$ cat src/rtl/io_tile_pkg.sv
// Shared definitions for the IO tile: pad channel mode encodings and
// configuration chain sizing.
package io_tile_pkg;

  typedef enum logic [1:0] {
    MODE_OFF    = 2'b00,
    MODE_BYPASS = 2'b01,
    MODE_REG    = 2'b10,
    MODE_TOGGLE = 2'b11
  } io_mode_e;

  localparam int MODE_W = 2;

  function automatic int cfg_width(input int num_ch);
    return MODE_W * num_ch;
  endfunction

endpackage

$ cat src/rtl/io_output_chan.sv
// One output pad channel: the q/prev state registers and the mode-selected
// drive/enable mux.
module io_output_chan
  import io_tile_pkg::*;
(
  input  logic     clk,
  input  logic     reset,
  input  logic     cfg_active,
  input  io_mode_e mode,
  input  logic     outpad,
  output logic     pad_out,
  output logic     pad_oe
);

  logic q_r;
  logic prev_r;
  logic q_next_s;

  // Next value of q; only TOGGLE holds q between rising input edges
  always_comb begin
    q_next_s = outpad;
    case (mode)
      MODE_TOGGLE: begin
        if (outpad && !prev_r) begin
          q_next_s = ~q_r;
        end else begin
          q_next_s = q_r;
        end
      end
      default: begin
        q_next_s = outpad;
      end
    endcase
  end

  // State registers, held clear while the chain is being loaded
  always_ff @(posedge clk) begin
    if (reset || cfg_active) begin
      q_r    <= 1'b0;
      prev_r <= 1'b0;
    end else begin
      q_r    <= q_next_s;
      prev_r <= outpad;
    end
  end

  // Pad drive mux; everything is released while configuration shifts
  always_comb begin
    pad_out = 1'b0;
    pad_oe  = 1'b0;
    if (cfg_active) begin
      pad_out = 1'b0;
      pad_oe  = 1'b0;
    end else begin
      case (mode)
        MODE_OFF: begin
          pad_out = 1'b0;
          pad_oe  = 1'b0;
        end
        MODE_BYPASS: begin
          pad_out = outpad;
          pad_oe  = 1'b1;
        end
        MODE_REG, MODE_TOGGLE: begin
          pad_out = q_r;
          pad_oe  = 1'b1;
        end
        default: begin
          pad_out = 1'b0;
          pad_oe  = 1'b0;
        end
      endcase
    end
  end

endmodule

$ cat src/rtl/io_output_bank.sv
// Bank of NUM_CH output pad channels configured through one serial
// shift chain spanning every channel.
module io_output_bank
  import io_tile_pkg::*;
#(
  parameter int NUM_CH = 4,
  parameter int CFG_W  = cfg_width(NUM_CH)
) (
  input  logic              clk,
  input  logic              reset,
  input  logic              config_enable,
  input  logic              ccff_head,
  output logic              ccff_tail,
  input  logic [NUM_CH-1:0] io_output_outpad,
  output logic [NUM_CH-1:0] gfpga_pad_GPOUT_PAD_out,
  output logic [NUM_CH-1:0] gfpga_pad_GPOUT_PAD_oe
);

  logic [CFG_W-1:0] cfg_r;

  // Configuration chain; reset wins over a shift in progress
  always_ff @(posedge clk) begin
    if (reset) begin
      cfg_r <= {CFG_W{1'b0}};
    end else if (config_enable) begin
      cfg_r <= {cfg_r[CFG_W-2:0], ccff_head};
    end else begin
      cfg_r <= cfg_r;
    end
  end

  assign ccff_tail = cfg_r[CFG_W-1];

  for (genvar k = 0; k < NUM_CH; k++) begin : g_chan
    io_output_chan u_chan (
      .clk        (clk),
      .reset      (reset),
      .cfg_active (config_enable),
      .mode       (io_mode_e'(cfg_r[MODE_W*k +: MODE_W])),
      .outpad     (io_output_outpad[k]),
      .pad_out    (gfpga_pad_GPOUT_PAD_out[k]),
      .pad_oe     (gfpga_pad_GPOUT_PAD_oe[k])
    );
  end

endmodule

$ cat config.mk
export PLATFORM = sky130hd
export DESIGN_NAME = io_output_bank
export DESIGN_NICKNAME = d
export VERILOG_FILES = /design/src/rtl/io_tile_pkg.sv /design/src/rtl/io_output_chan.sv /design/src/rtl/io_output_bank.sv
export SDC_FILE = /design/constraint.sdc
export NUM_CORES = 1
export LEC_CHECK = 0
export ABC_AREA = 1
export BUFFER_PORTS_ARGS = -buffer_cell sky130_fd_sc_hd__buf_2
export CAP_MARGIN = 20
export CORE_UTILIZATION = 40
export CTS_CLUSTER_SIZE = 24
export DETAILED_ROUTE_END_ITERATION = 8
export PLACE_DENSITY = 0.75
export SLEW_MARGIN = 10
export SYNTH_ARGS = -nofsm -noshare
export SYNTH_HDL_FRONTEND = slang
export SYNTH_HIERARCHICAL = 1
export SYNTH_SLANG_ARGS = --single-unit
$ cat constraint.sdc
create_clock -name clk -period 0.87 [get_ports clk]
set_clock_uncertainty 0.1 [all_clocks]
set_input_delay 0.1305 -clock clk [delete_from_list [all_inputs] [get_ports clk]]
set_output_delay 0.1305 -clock clk [all_outputs]
set_load 0.01 [all_outputs]
==> results_dict.tcl <==
set metrics [dict create \
    cts_tree "yes" \
    fillerInstances 147 \
    drtIter0Drc 11 \
    grt_setup_unrepaired "true" \
    grt_max_degree 25 \
    crit_family "flip-flops" \
    stdcell_count 177 \
    crit_path_max_incr_delay_ns 0.35 \
    synth.avg_cell_area_um2 6.67 \
    synthSimpleGateAreaFrac_pct 48.3 \
    grt_pass1_wl_mm 2.81 \
    leakage_uw 0.000553 \
    dp.cells 167 \
    die_w_um 45.8 \
    antenna_cells 0 \
    rows 15 \
    cp-end-kind "primary output" \
    antenna_left 0 \
    clk_latency_ns 0.27 \
    clk_path_buf_depth 2 \
    relSlewSlack_pct 86.3 \
    antenna_found_initial 0 \
    synthArstFlopShare_pct 0 \
    synthTopCellsByCount "nand2_1, nor2_1, dfxtp_1" \
    dieArea_um2 2100 \
    syn_area_um2 767 \
    ys_ff_latch 16 \
    worstSetupPathType "register to primary output" \
    irDropWorstVdd_mv 0.861 \
    worstPathArrival_ns 1.07 \
    core_area_um2 1760 \
    synth-edff-count 0 \
    grt_overflow 0 \
    firstDrtPassIters 4 \
    outcome "finished, violations left" \
    synth.area.mux_share_pct 0 \
    crit_path_max_fanout 4 \
    cp_cell_sequence "nand3b_1, a21oi_2, buf_2" \
    power_density_nw_per_um2 1350 \
    cts_buffers 3 \
    gp_congestion 0.775 \
    yosysTopAreaCell "dfxtp_1" \
    port_buffers 16 \
    tightest_slew_ns 0.206 \
    ctsRootBufferMaster "clkbuf_4" \
    vias 832 \
    wl_mm 1.91 \
    setup_viol 18 \
    finalCritPeriodShare_pct 150 \
    viasPerCell 4.70 \
    track_usage_pct 18.7 \
    finalHoldViolations 0 \
    io_pins 17 \
    yosysSeqAreaShare_pct 41.8 \
    h-tree-depth 1 \
    yosys.area_share.adder_pct 0 \
    violations "negative setup slack" \
    yosysTopAreaCellShare_pct 41.8 \
    crit_buf_inv 1 \
    yosys_warnings 6 \
    route.detailed.drc 0 \
    synthXorXnorAreaFrac_pct 0 \
    cp-start-kind "register" \
    syn_inst 115 \
    clk_pin_slew_ns 0.09 \
    drive_gt1_share_pct 55.3 \
    min_path_type "primary input to register" \
    synth_cell_types 11 \
    timing.hold.ws_ns 0.0310 \
    yosys.cell_count.top_type "nand2_1" \
    synth_area_leaders "dfxtp_1, nand2_1, nor2_1, nand3_1, nor2_2" \
    numClockSinks 16 \
    fin_tns_setup_ns -4.07 \
    period_minus_slack_ns 1.30 \
    nNetsFinal 161 \
    max-cap-violations 0 \
    wire_per_inst_um 10.8 \
    start_util_pct 43.5 \
    critPathRequiredTime_ns 0.64 \
    synthFlopType "dfxtp_1" \
    syn_nets 123 \
    die_h_um 45.8 \
    fmax_ghz 0.767 \
    drv_slew 0 \
    synth_compound_area_share_pct 2.61 \
    place_hpwl_mm 1.10 \
    first_global_vias 673 \
    synth_top_family_by_area "simple AND/OR/NAND/NOR gates" \
    crit_path_top_delay_cell "dfxtp_2" \
    worst_slack_ns -0.434 \
    syn_to_final_growth_pct 61.2 \
]
cells in the final DEF (no fill, tap or decap), types with 2 or more instances in the layout:
cell type,synthesis,final
buf_2,0,15
nor2_2,6,9
a21oi_2,0,4
buf_6,2,15
clkbuf_4,0,3
nand2_1,32,26
dfxtp_4,0,4
nand3b_1,4,4
dfxtp_2,0,4
nor2_4,0,4
nor2_1,30,23
nand2_2,0,5
dfxtp_1,16,8
inv_2,1,8
buf_4,0,4
nand3_1,8,2
nand3_2,0,5
nor3b_1,4,4
power by group:
| group | internal (µW) | leakage, µW | switching (µW) | total (µW) |
|---|---|---|---|---|
| sequential | 771 | 0.000136 | 42.3 | 813 |
| combinational | 194 | 0.000396 | 184 | 378 |
| clock | 254 | 0.0000210 | 224 | 478 |
| total | 1220 | 0.000553 | 450 | 1670 |
what timing repair did:
item | in CTS | in global routing
endpoints found under the setup margin | 17 | 20
resized for setup | 35 | 21
hold buffers | 0 | 0
cloned | 0 | 0
buffers inserted | 6 | 2
pin swaps | 16 | 12
through the flow:
step / utilization, % / total power, µW / area, µm² / setup WS (ns)
final: 70.1 / 1670 / 1240 / -0.434
after global routing: 70.1 / 1750 / 1240 / -0.472
after CTS: 66.7 / 1650 / 1180 / -0.422
after detailed placement: 56.0 / 1090 / 987 / -0.124
after global placement: 56.0 / 1090 / 987 / -0.0984
after floorplan: - / 963 / 788 / -0.0515
cell type report:
cell class / instances / area [µm²] / area share, %
clock buffer: 4 / 36.3 / 2.94
inverter: 9 / 33.8 / 2.73
multi-input combinational: 88 / 500 / 40.5
sequential: 16 / 340 / 27.5
tap: 25 / 31.3 / 2.53
timing repair buffer: 35 / 294 / 23.8
state kept, by name, summed over array words and instances, names as in the netlist:
name                  count
cfg_r                     8
g_chan.u_chan/prev_r      4
g_chan.u_chan/q_r         4
logic make-up after synthesis:
kind of cell,count (synthesis)
AOI/OAI and AO/OA,4
DFF,16
and+or+nand+nor,84
buffers and inverters,11
worst paths after layout:
kind / from / endpoint / slack [ns] / cells past startpoint
min: io_output_outpad[3] / g_chan[3].u_chan/prev_r / 0.03 / 2
min reg2reg: cfg_r[7] / cfg_r[7] / 0.40 / 2
max: cfg_r[3] / gfpga_pad_GPOUT_PAD_out[1] / -0.43 / 3
max reg2reg: cfg_r[1] / g_chan[0].u_chan/q_r / -0.18 / 7
per-layer routing:
metal  share of wire [%]  wire length [µm]  global-route usage, %
met1                  44               837                   24.0
met2                  51               979                   31.7
met3                 4.3                82                   3.57
met4                0.63                12                   5.29
met5                   0                 0                      0
Note: power is estimated with default switching activity, not from simulation.
